<file path="config.mk">
export PLATFORM = sky130hd
export DESIGN_NAME = pc_redirect_ctrl
export DESIGN_NICKNAME = d
export VERILOG_FILES = /design/src/rtl/rv_pc_pkg.sv /design/src/rtl/pc_target_calc.sv /design/src/rtl/pc_redirect_ctrl.sv
export SDC_FILE = /design/constraint.sdc
export NUM_CORES = 1
export LEC_CHECK = 0
export BUFFER_PORTS_ARGS = -buffer_cell sky130_fd_sc_hd__buf_4
export CAP_MARGIN = 20
export CORE_ASPECT_RATIO = 1.25
export CORE_MARGIN = 4
export CORE_UTILIZATION = 60
export DETAILED_ROUTE_END_ITERATION = 7
export GPL_ROUTABILITY_DRIVEN = 0
export PLACE_DENSITY = 0.89
export SLEW_MARGIN = 10
export SYNTH_ARGS = -nofsm -noshare
export SYNTH_HDL_FRONTEND = slang
export SYNTH_SLANG_ARGS = --single-unit
</file>
<file path="constraint.sdc">
create_clock -name clk -period 5.24 [get_ports clk]
set_input_delay 1.048 -clock clk [delete_from_list [all_inputs] [get_ports clk]]
set_output_delay 1.048 -clock clk [all_outputs]
set_load 0.05 [all_outputs]
</file>
<file path="src/rtl/rv_pc_pkg.sv">
// rv_pc_pkg: shared types and constants for the fetch PC redirect logic.
//   pc_state_e  : controller FSM states (boot hold, normal run, post-trap drain)
//   PC_SEL_*    : ex_sel encodings for the two legal redirect target forms
//   INSN_BYTES  : sequential fetch increment
//   CNT_W       : width of the boot/drain cycle counter (covers 1..15 cycles)
package rv_pc_pkg;

   typedef enum logic [1:0] {
      BOOT  = 2'd0,
      RUN   = 2'd1,
      DRAIN = 2'd2
   } pc_state_e;

   localparam logic [1:0]  PC_SEL_REL = 2'b01;
   localparam logic [1:0]  PC_SEL_REG = 2'b10;
   localparam logic [31:0] INSN_BYTES = 32'd4;
   localparam int unsigned CNT_W      = 4;

endpackage

</file>
<file path="src/rtl/pc_target_calc.sv">
// pc_target_calc: combinational redirect target for a taken EX control transfer.
//   ex_sel_i       : 01 = PC-relative (ex_pc + imm), 10 = register (rs1 + imm, bit0 cleared)
//   ex_pc_i        : PC of the instruction in EX
//   ex_imm_i       : sign-extended immediate
//   ex_rs1_i       : forwarded rs1 value
//   target_o       : computed target (32-bit modulo sum)
//   sel_valid_o    : ex_sel is one of the two legal encodings
//   misaligned_o   : target bit1 set, i.e. not 4-byte aligned
module pc_target_calc
   import rv_pc_pkg::*;
(
   input  logic [1:0]  ex_sel_i,
   input  logic [31:0] ex_pc_i,
   input  logic [31:0] ex_imm_i,
   input  logic [31:0] ex_rs1_i,
   output logic [31:0] target_o,
   output logic        sel_valid_o,
   output logic        misaligned_o
);

   logic [31:0] rel_sum;
   logic [31:0] reg_sum;

   assign rel_sum = ex_pc_i + ex_imm_i;
   assign reg_sum = (ex_rs1_i + ex_imm_i) & ~32'h1;

   always_comb begin
      target_o    = rel_sum;
      sel_valid_o = 1'b0;
      case (ex_sel_i)
         PC_SEL_REL: begin
            target_o    = rel_sum;
            sel_valid_o = 1'b1;
         end
         PC_SEL_REG: begin
            target_o    = reg_sum;
            sel_valid_o = 1'b1;
         end
         default: begin
            target_o    = rel_sum;
            sel_valid_o = 1'b0;
         end
      endcase
   end

   // Bit0 is either cleared (JALR) or always zero (even immediates), so only bit1 matters.
   assign misaligned_o = target_o[1];

endmodule

</file>
<file path="src/rtl/pc_redirect_ctrl.sv">
// pc_redirect_ctrl: owns the fetch PC and chooses the next PC every cycle.
//   Sources in priority order: MEM trap, EX branch/JALR redirect, stall/backpressure hold,
//   sequential PC+4. Drives IF/ID and ID/EX flushes (Mealy) and sequences boot hold and
//   post-trap drain.
//   Inputs : clk, rst_n, stall, imem_ready, ex_branch, ex_sel, ex_pc, ex_imm, ex_rs1,
//            trap_req, trap_vec
//   Outputs: pc, pc_valid, redirect_err (registered); flush_if_id, flush_id_ex (comb)
module pc_redirect_ctrl
   import rv_pc_pkg::*;
#(
   parameter logic [31:0] RESET_PC     = 32'h0000_0000,
   parameter int unsigned BOOT_CYCLES  = 2,
   parameter int unsigned DRAIN_CYCLES = 2
) (
   input  logic        clk,
   input  logic        rst_n,
   input  logic        stall,
   input  logic        imem_ready,
   input  logic        ex_branch,
   input  logic [1:0]  ex_sel,
   input  logic [31:0] ex_pc,
   input  logic [31:0] ex_imm,
   input  logic [31:0] ex_rs1,
   input  logic        trap_req,
   input  logic [31:0] trap_vec,
   output logic [31:0] pc,
   output logic        pc_valid,
   output logic        flush_if_id,
   output logic        flush_id_ex,
   output logic        redirect_err
);

   localparam logic [CNT_W-1:0] BootLoad  = CNT_W'(BOOT_CYCLES - 1);
   localparam logic [CNT_W-1:0] DrainLoad = CNT_W'(DRAIN_CYCLES - 1);

   pc_state_e        state_q, state_d;
   logic [CNT_W-1:0] cnt_q, cnt_d;
   logic [31:0]      pc_q, pc_d;
   logic             pc_valid_q, pc_valid_d;
   logic             err_q, err_d;
   logic             flush;

   logic [31:0] target;
   logic        sel_valid;
   logic        misaligned;
   logic        hold;
   logic [31:0] seq_pc;

   pc_target_calc u_target_calc (
      .ex_sel_i     (ex_sel),
      .ex_pc_i      (ex_pc),
      .ex_imm_i     (ex_imm),
      .ex_rs1_i     (ex_rs1),
      .target_o     (target),
      .sel_valid_o  (sel_valid),
      .misaligned_o (misaligned)
   );

   assign hold   = stall | ~imem_ready;
   assign seq_pc = pc_q + INSN_BYTES;   // carry out discarded: 0xFFFF_FFFC wraps to 0

   always_comb begin
      state_d    = state_q;
      cnt_d      = cnt_q;
      pc_d       = pc_q;
      pc_valid_d = pc_valid_q;
      err_d      = 1'b0;
      flush      = 1'b0;

      case (state_q)
         BOOT: begin
            flush      = 1'b1;
            pc_valid_d = 1'b0;
            if (cnt_q == '0) begin
               state_d    = RUN;
               pc_valid_d = 1'b1;
            end else begin
               cnt_d = cnt_q - 1'b1;
            end
         end

         RUN: begin
            pc_valid_d = 1'b1;
            if (trap_req) begin
               pc_d    = trap_vec;
               flush   = 1'b1;
               state_d = DRAIN;
               cnt_d   = DrainLoad;
            end else if (ex_branch && sel_valid) begin
               // Redirect wins over stall/backpressure; misaligned targets are still taken.
               pc_d  = target;
               flush = 1'b1;
               err_d = misaligned;
            end else begin
               err_d = ex_branch;   // taken branch with an illegal select
               if (!hold) begin
                  pc_d = seq_pc;
               end
            end
         end

         DRAIN: begin
            flush      = 1'b1;
            pc_valid_d = 1'b1;
            if (trap_req) begin
               pc_d  = trap_vec;
               cnt_d = DrainLoad;
            end else begin
               if (!hold) begin
                  pc_d = seq_pc;
               end
               if (cnt_q == '0) begin
                  state_d = RUN;
               end else begin
                  cnt_d = cnt_q - 1'b1;
               end
            end
         end

         default: begin
            state_d    = BOOT;
            cnt_d      = BootLoad;
            pc_valid_d = 1'b0;
            flush      = 1'b1;
         end
      endcase
   end

   always_ff @(posedge clk or negedge rst_n) begin
      if (!rst_n) begin
         state_q    <= BOOT;
         cnt_q      <= BootLoad;
         pc_q       <= RESET_PC;
         pc_valid_q <= 1'b0;
         err_q      <= 1'b0;
      end else begin
         state_q    <= state_d;
         cnt_q      <= cnt_d;
         pc_q       <= pc_d;
         pc_valid_q <= pc_valid_d;
         err_q      <= err_d;
      end
   end

   assign pc           = pc_q;
   assign pc_valid     = pc_valid_q;
   assign redirect_err = err_q;
   assign flush_if_id  = flush;
   assign flush_id_ex  = flush;

endmodule

</file>
== Yosys cells after proc, flatten, opt, wreduce, memory -nomap -nowiden ==
Index checks and enable logic that the tools add are counted.
Word-level totals
  register bits: 40
  output and inout bits: 36
  word-level logic and storage cells: 47
Cells by class
  $add $sub $neg: 4
  equality and inequality tests: 6
  mux-type cells: 23
  bitwise logic cells: 2
  reductions and logical operators: 7
Operators by type and width (number)
  two-way mux 32 bit: 5
  adder 32 bit: 2
  one-hot mux 32 bit (2 select lines): 1
  adder 32 x 3 -> 32 bit (second input constant): 1
  two-way mux 4 bit: 3
  one-hot mux 4 bit (3 select lines): 1
  two-way mux 1 bit: 8
  two-way mux 2 bit: 3
  one-hot mux 2 bit (3 select lines): 1
  == test 2 x 1 -> 1 bit (second input constant): 2
  == test 2 bit (second input constant): 2
  logical NOT 4 bit: 1
  != test 2 bit (second input constant): 2
  OR reduction 2 bit: 2
  subtractor 4 x 1 -> 4 bit (second input constant): 1
  logical NOT 2 bit: 1
  one-hot mux 1 bit (2 select lines): 1
  AND reduction 2 bit: 1
  nonzero test 2 bit: 1
  logical AND 1 bit: 1
  NOT 1 bit: 1
  OR 1 bit: 1

== Depth between registers and ports, before layout ==
Gate-level depths: netlist of the first run.
  word-level depth: 7
  gate-level depth with buffers: 11

== Modules after synthesis ==
Synthesis of the first run repeated with hierarchy kept, for this count alone.
Unflattened totals
  cell total of the unflattened synthesis: 909
  area total of the unflattened synthesis: 6755.2 um^2
Modules (own cells, without submodules)
  pc_target_calc: times used 1, cells each 508, area each 3563.4 um^2, sequential area each 0.0 um^2
  pc_redirect_ctrl: times used 1, cells each 401, area each 3191.8 um^2, sequential area each 1002.2 um^2

== Worst setup path after synthesis of the first run ==
Ideal clock, no wire load.
  path kind: input to register
  start point: input ex_pc[8]
  end point: register pc_q[19], in the netlist pc[19]
  library setup time: 0.080 ns
  arrival time: 3.209 ns
  data required time: 5.160 ns
  path slack: 1.951 ns
  stages: 9
  buffers on the path: 0
  cell sequence: ha_1 > a21o_1 > a221o_1 > a221oi_4 > o21ai_2 > a311oi_2 > mux2i_1 > o2111a_1 > a2bb2oi_1
Between the ends
  word-level cells in the longest chain between the ends: 5
RTL lines
  start: declaration: line pc_redirect_ctrl.sv:21  | input logic [31:0] ex_pc,
  adder 32 bit: line pc_target_calc.sv:24  | assign rel_sum = ex_pc_i + ex_imm_i;
  two-way mux 32 bit: line pc_target_calc.sv:30  | case (ex_sel_i)
  two-way mux 32 bit: line pc_redirect_ctrl.sv:89  | end else if (ex_branch && sel_valid) begin
  two-way mux 32 bit: line pc_redirect_ctrl.sv:84  | if (trap_req) begin
  one-hot mux 32 bit (2 select lines): line pc_redirect_ctrl.sv:70  | case (state_q)
  end signal: assignment: line pc_redirect_ctrl.sv:139  | pc_q <= pc_d;
  end: declaration: line pc_redirect_ctrl.sv:38  | logic [31:0] pc_q, pc_d;
No other way between the ends.
A chain may end at the register's enable or synchronous reset.

== Worst setup path after layout of the first run ==
  start point: input ex_imm[0]
  end point: register pc_q[30], in the netlist pc[30]
Between the ends
  word-level cells in the longest chain between the ends: 5
  elaborated cells between the ends (all ways): 6
RTL lines
  start: declaration: line pc_redirect_ctrl.sv:22  | input logic [31:0] ex_imm,
  adder 32 bit, on equally long branches: line pc_target_calc.sv:24, pc_target_calc.sv:25
  two-way mux 32 bit *: line pc_target_calc.sv:30
  two-way mux 32 bit *: line pc_redirect_ctrl.sv:89
  two-way mux 32 bit *: line pc_redirect_ctrl.sv:84
  one-hot mux 32 bit (2 select lines) *: line pc_redirect_ctrl.sv:70
Every way passes the cells marked *; elsewhere a longest branch is shown, timed or not.

==> results.yml, run 1 <==
pwr:
  ir_worst_vdd_mv: 0.2519
  p_switching_mw: 1.656
  p_int_mw: 1.389
  switching_share: 0.5438
  total_power_mw: 3.046
  clkPwrFrac: 0.094
  p_comb_frac: 0.682
  p_seq_frac: 0.223
  p_leak_nw: 3.682
  power.density_mw_per_mm2: 378.9
layout:
  final_net_count: 1244
  diodes: 0
  seqCellArea_mm2: 0.001002
  fill_cells: 878
  drive_gt1_frac: 0.1888
  multi_input_area_mm2: 0.005330
  syn2layout_area_growth_pct: 22.85
timing:
  rsz0062_at_grt: "false"
  hold_violations: 0
  setup_ws_ps: 1712
  timing.final.crit_share: 0.6733
  tns_ps: 0
  fin_crit_ps: 3528
  worst_pin_slew_ps: 1124
  relSlewSlack: 0.2479
  clock_skew_ps: 3.555
  drv_slew: 0
  finalSetupViolations: 0
  clock.fmax_ghz: 0.2834
route:
  finalWirelength_um: 22080
  drc: 0
  drt_pass1_iterations: 8
  vias: 7861
  avgRoutedWirePerCell_um: 18.87
  via_per_inst: 6.719
  drt_iter0_drc: 778
  postRouteAntennaNets: 0
cts:
  clock_latency_ps: 290
  post_cts_buffers: 0
  cts_resized: 0
  cts_tree: "yes"
  cts_htree_levels: 2
  numCtsBuffers: 5
  hold_buffers: 0
  cts_root_buf: "clkbuf_16"
  clk_path_buf_depth: 2
  cts_sinks: 40
  clkSlewWorstSetupHoldPaths_ps: 50
critical_path:
  cp_data_arrival_time_ps: 3690
  crit_slowest_cell: "a211oi_1"
  cp_max_fo: 4
  required_ps: 5400
  crit_type: "primary input to flop"
  slowest_delay_ps: 430
  crit_chain: "buf_4, ha_1, inv_1, fa_1, nor2b_1, o2111ai_1, a21bo_2, a211oi_1, o21ai_0, a31oi_1, xnor2_1, a21oi_1"
  end_kind: "flop"
  critPathLaunchType: "primary input"
synthesis:
  synth_edf_count: 0
  synth.distinct_cells: 77
  netlist_top_cells_count: "93 x a21oi_1, 80 x nand2_1, 77 x nor2_1, 68 x ha_1, 51 x o21ai_0"
  synth_top_cell_by_area: "dfrtp_1"
  synth.most_common_cell: "a21oi_1"
  synth_ff_type: "dfrtp_1"
  yosysWarnings: 0
  synth.top_cell.area_share: 0.1491
  ys_seq_area_frac: 0.1532
  synth_fp_nets: 1091
  synth_area_leaders: "dfrtp_1 15%, ha_1 13%, a21oi_1 7.1%, nand2_1 4.6%, nor2_1 4.4%"
  ys_seq_elements: 40
  syn_area_mm2: 0.006544
  synth_cells: 885
  synth-async-reset-ratio: 1.000
  syn_avg_cell_area_um2: 7.394
global_routing:
  antenna_found_initial: 0
  globalRouteTotalUtil: 0.3339
  grt_pass1_vias: 7342
  gr-total-overflow: 0
  grt_max_degree: 44
  grt_pass1_wl_um: 34930
floorplan:
  ios: 172
  fp.dieW_um: 101.4
  die_area_mm2: 0.01265
  die_height_um: 124.8
  design.core.area_mm2: 0.01062
  rows: 42
  start_util: 0.6165
worst_hold_path:
  hold_path.class: "flop to flop"
placed_design:
  placement.setup.worst_slack_ps: 1486
  place_hpwl_um: 17820
  io_buffers: 171
flow_run:
  cap_violations: 0
run_status:
  outcome: "finished, final reports clean"
-- registers in the layout (all words and copies together), names as in the netlist --
signal / count
pc: 32
cnt_q: 4
state_q: 2
pc_valid: 1
redirect_err: 1
-- kinds of logic after synthesis --
family / count (synthesis) / share of synthesized area
flops: 40 / 0.1532
buf+inv: 55 / 0.03231
simple gates: 305 / 0.2266
fa+ha+maj: 70 / 0.1361
mux: 15 / 0.02352
xor+xnor: 55 / 0.07361
compound gates: 345 / 0.3547
-- metrics by stage --
stage	instance area (um^2)	instances	util	hold WS, ps
6_report	8039	1170	0.7573	513.7
5_1_grt	8039	1170	0.7573	553.5
4_1_cts	8039	1170	0.7573	524.4
3_5_place_dp	7905	1163	0.7447	513.2
3_3_place_gp	7905	1163	0.7447	488.8
2_1_floorplan	6544	885	-	470.2
-- worst max-delay path: cells and delay by family --
kind	cells	cell delay (ps)
and+or+nand+nor	1	220
adders and majority gates	2	560
AOI/OAI and AO/OA	6	1510
xor gates and xnor gates	1	200
buffers and inverters	2	150
-- cell type report --
| type | count | share of cell area |
|---|---|---|
| clock buffers | 6 | 0.01603 |
| clock inverters | 1 | 0.0006226 |
| inverters | 27 | 0.01261 |
| multi-input cells | 790 | 0.6630 |
| flip-flops and latches | 40 | 0.1247 |
| well taps | 132 | 0.02054 |
| repair buffers | 174 | 0.1625 |
-- cell usage in the layout, fill, tap and decap left out, drive strengths merged, types with 4 or more instances in the layout --
cell type | netlist | final
a211o | 4 | 4
xnor2 | 30 | 30
xor2 | 25 | 25
a311oi | 5 | 5
o2111ai | 4 | 4
inv | 24 | 24
a21oi | 93 | 93
a21boi | 5 | 5
clkinv | 3 | 4
a2111oi | 4 | 4
o21ai | 58 | 58
a21o | 35 | 35
nand2 | 80 | 80
nor3 | 21 | 21
a221oi | 6 | 6
o22ai | 9 | 9
nand3 | 32 | 32
clkbuf | 24 | 6
nor2b | 14 | 14
o21bai | 10 | 10
and3 | 19 | 19
dfrtp | 39 | 39
and4 | 4 | 4
a22oi | 8 | 8
mux2i | 12 | 12
a221o | 5 | 5
o211ai | 12 | 12
a2bb2oi | 4 | 4
nor2 | 77 | 77
a31oi | 21 | 21
a211oi | 17 | 17
buf | 4 | 174
nand4 | 14 | 14
or3 | 6 | 6
ha | 68 | 68
o31ai | 11 | 11
o21a | 7 | 7
nand2b | 16 | 16
and2 | 8 | 8
-- power by group through the flow --
stage                     clock network [mW]  logic (mW)  registers, mW
final                                  0.287        2.08          0.680
after global placement                     0        2.00          0.665
after detailed placement                   0        2.04          0.669
after floorplan                            0        1.05           1.04
after CTS                              0.287        2.05          0.666
after global routing                   0.300        2.23          0.696
-- metal layers --
| metal | up-vias | share of wire | wire [um] | track usage |
|---|---|---|---|---|
| met4 | 0 | 0.030 | 653 | 0.1197 |
| met1 | 3608 | 0.40 | 8788 | 0.4460 |
| met2 | 498 | 0.47 | 10460 | 0.5466 |
| met3 | 64 | 0.099 | 2175 | 0.03978 |
| met5 | - | 0 | 0 | 0 |
| li1 | 3691 | - | - | - |
-- final timing paths --
path | start | to | slack (ps) | cells after the start
setup / recovery | ex_imm[0] | pc[30]$_DFFE_PN0P_ | 1710 | 12
hold / removal | cnt_q[1]$_DFFE_PN0P_ | cnt_q[1]$_DFFE_PN0P_ | 510 | 2
min in group asynchronous | rst_n | pc[3]$_DFFE_PN0P_ | 730 | 1
max in group asynchronous | rst_n | cnt_q[0]$_DFFE_PN1P_ | 4130 | 1
hold reg to reg | cnt_q[1]$_DFFE_PN0P_ | cnt_q[1]$_DFFE_PN0P_ | 510 | 2
setup reg to reg | state_q[0]$_DFFE_PN0P_ | pc[30]$_DFFE_PN0P_ | 2270 | 9
No activity file was read; power rests on OpenSTA's default activity.
==> run 2: changes to the inputs <==
--- a/config.mk
+++ b/config.mk
@@ -5,14 +5,15 @@
 export SDC_FILE = /design/constraint.sdc
 export NUM_CORES = 1
 export LEC_CHECK = 0
+export ABC_AREA = 1
 export BUFFER_PORTS_ARGS = -buffer_cell sky130_fd_sc_hd__buf_4
 export CAP_MARGIN = 20
 export CORE_ASPECT_RATIO = 1.25
 export CORE_MARGIN = 4
-export CORE_UTILIZATION = 60
+export CORE_UTILIZATION = 52
 export DETAILED_ROUTE_END_ITERATION = 7
 export GPL_ROUTABILITY_DRIVEN = 0
-export PLACE_DENSITY = 0.89
+export PLACE_DENSITY = 0.8
 export SLEW_MARGIN = 10
 export SYNTH_ARGS = -nofsm -noshare
 export SYNTH_HDL_FRONTEND = slang
==> constraint.sdc (replaced) <==
create_clock -name clk -period 3.1 [get_ports clk]
set_input_delay 0.62 -clock clk [delete_from_list [all_inputs] [get_ports clk]]
set_output_delay 0.62 -clock clk [all_outputs]
set_load 0.05 [all_outputs]
==> run 2 against run 1 <==
Compared with the run above: count of clock-buffer cells in the layout increased by 1; cell count up 51%; synthesized area rose by 20%; power rose by 98%; via count grew 26%; first-iteration DRC count increased by 25%; worst setup slack got worse by 1200 ps; register-to-register slack got worse by 1400 ps; sequential power grew 79%.
==> results.yml, run 2 <==
critical_path:
  required_ps: 3280
  reg2regPathDepth: 8
  cp_max_fo: 5
  end_kind: "flop"
  cp_data_arrival_time_ps: 2730
  critPathLaunchType: "primary input"
  crit_type: "primary input to flop"
synthesis:
  synth_compound_area_frac: 0.1491
  synth-async-reset-ratio: 1.000
  syn_area_mm2: 0.007820
  synth_ff_type: "dfrtp_1"
  ys_seq_elements: 40
  synth_top_cell_by_area: "nand2_1"
  netlist_top_cells_count: "452 x nand2_1, 233 x inv_1, 173 x nor2_1, 120 x nand3_1, 111 x a21oi_1"
  yosys.area_share.simple: 0.4456
  synth_fa_ha_area_frac: 0.1139
  synth.most_common_cell: "nand2_1"
  synth_top_family_by_area: "simple AND/OR/NAND/NOR gates"
  synth_fp_nets: 1637
  yosysWarnings: 0
  synth_edf_count: 0
  synth_mux_area_frac: 0.002560
  syn_avg_cell_area_um2: 5.465
  synth.distinct_cells: 49
  ys_seq_area_frac: 0.1282
  synthXorXnorAreaFrac: 0.03360
  synth_cells: 1431
  synth.top_cell.area_share: 0.2170
  synth_area_leaders: "nand2_1 22%, dfrtp_1 12%, inv_1 11%, ha_1 11%, nor2_1 8.3%"
timing:
  fin_crit_ps: 2552
  clock.fmax_ghz: 0.3919
  rsz0062_at_grt: "false"
  hold_violations: 0
  worst_pin_slew_ps: 786.5
  timing.final.crit_share: 0.8231
  finalSetupViolations: 0
  relSlewSlack: 0.4751
  clock_skew_ps: 8.551
  tns_ps: 0
  hold_ws_ps: 297.2
  drv_slew: 0
cts:
  numCtsBuffers: 5
  cts_sinks: 40
  clock_latency_ps: 290
  cts_root_buf: "clkbuf_16"
  post_cts_buffers: 0
  cts_htree_levels: 2
  clk_path_buf_depth: 2
  hold_buffers: 0
  cts_tree: "yes"
  clkSlewWorstSetupHoldPaths_ps: 70
  cts_resized: 0
layout:
  drive_gt1_frac: 0.1345
  layout_common_cells: "452 x nand2_1, 233 x inv_1, 178 x buf_4"
  syn2layout_area_growth_pct: 20.90
  final_net_count: 1796
  layout_commonest_cell: "nand2_1"
  diodes: 0
  largest_reg_flops: 32
  layout.cells.non_filler: 1769
global_routing:
  grt_pass1_wl_um: 45130
  globalRouteTotalUtil: 0.3155
  gr-total-overflow: 0
  grt_pass1_vias: 9462
  grt_max_degree: 41
  antenna_found_initial: 0
floorplan:
  fp.dieW_um: 117.7
  start_util: 0.5359
  ios: 172
  die_height_um: 145.1
  design.core.area_mm2: 0.01459
  die_area_mm2: 0.01708
  rows: 49
route:
  finalWirelength_um: 28100
  drc: 0
  avgRoutedWirePerCell_um: 15.88
  via_per_inst: 5.605
  postRouteAntennaNets: 0
  drt_iter0_drc: 971
  vias: 9916
  drt_pass1_iterations: 8
pwr:
  power.density_mw_per_mm2: 636.6
  ir_worst_vdd_mv: 0.3928
  p_leak_nw: 5.373
placed_design:
  dp_cells: 1761
  io_buffers: 171
  place_hpwl_um: 23160
flow_run:
  cap_violations: 0
worst_hold_path:
  hold_path.class: "primary input to async pin"
run_status:
  outcome: "finished, final reports clean"
## run 2: cell types whose count changed after synthesis, moves of 16 or more
| cell | change |
|---|---|
| a21o_1 | -29 |
| a21oi_1 | +18 |
| a31oi_1 | -19 |
| and3_1 | -18 |
| inv_1 | +209 |
| nand2_1 | +372 |
| nand2b_1 | -16 |
| nand3_1 | +88 |
| nor2_1 | +96 |
| xnor2_1 | -22 |
## run 2: layer usage
layer	routed length, um	up-vias	GRT usage
met3	2414	90	0.04204
met5	0	-	0
met1	11370	4397	0.3924
met2	13120	531	0.5450
met4	1192	0	0.1367
li1	-	4898	-
## run 2: worst max-delay path, stage by stage
cell,delay (ps)
buf_4,90
inv_1,80
fa_1,450
o21ai_1,360
nand2_1,90
nand2_1,180
nand2_1,80
nand2_1,200
nand2_1,120
nand2_1,90
nand2_1,50
nand3_1,110
nand3_1,90
nand3_1,80
nand2_1,50
## run 2: worst paths after layout
check	startpoint	endpoint	slack, ps
max in group asynchronous	rst_n	pc[31]$_DFFE_PN0P_	2400
hold reg to reg	cnt_q[0]$_DFFE_PN1P_	cnt_q[0]$_DFFE_PN1P_	540
setup / recovery	ex_imm[1]	pc[30]$_DFFE_PN0P_	550
hold / removal	rst_n	cnt_q[2]$_DFFE_PN0P_	300
setup reg to reg	state_q[0]$_DFFE_PN0P_	pc[8]$_DFFE_PN0P_	920
min in group clk	cnt_q[0]$_DFFE_PN1P_	cnt_q[0]$_DFFE_PN1P_	540
## run 2: cell type report
cell class	instances	area, um^2
Inverter	236	885.9
Tap cell	178	222.7
Multi-Input combinational cell	1129	5824
Clock inverter	1	30.03
Fill cell	1443	5137
Timing Repair Buffer	178	1336
Sequential cell	40	1002
Clock buffer	7	152.6
## run 2: through the flow
stage                     setup WS (ps)    util  cell area [um^2]  total power, mW
after global routing              380.0  0.6479              9454            6.462
after floorplan                   510.8       -              7820            4.067
after CTS                         628.5  0.6479              9454            5.948
after detailed placement          341.2  0.6354              9271            5.274
final                             548.3  0.6479              9454            6.019
after global placement            354.6  0.6354              9271            5.208
## run 2: power breakdown
part           switching [mW]  leakage (nW)  internal (mW)
clock                   0.225        0.0901          0.424
combinational            2.80          4.81           1.35
sequential              0.424         0.470          0.794
total                    3.45          5.37           2.57
## run 2: logic make-up after synthesis
group,count (synthesis)
simple gates,821
buf+inv,262
compound gates,206
fa+ha+maj,70
flops,40
xor+xnor,30
mux,2
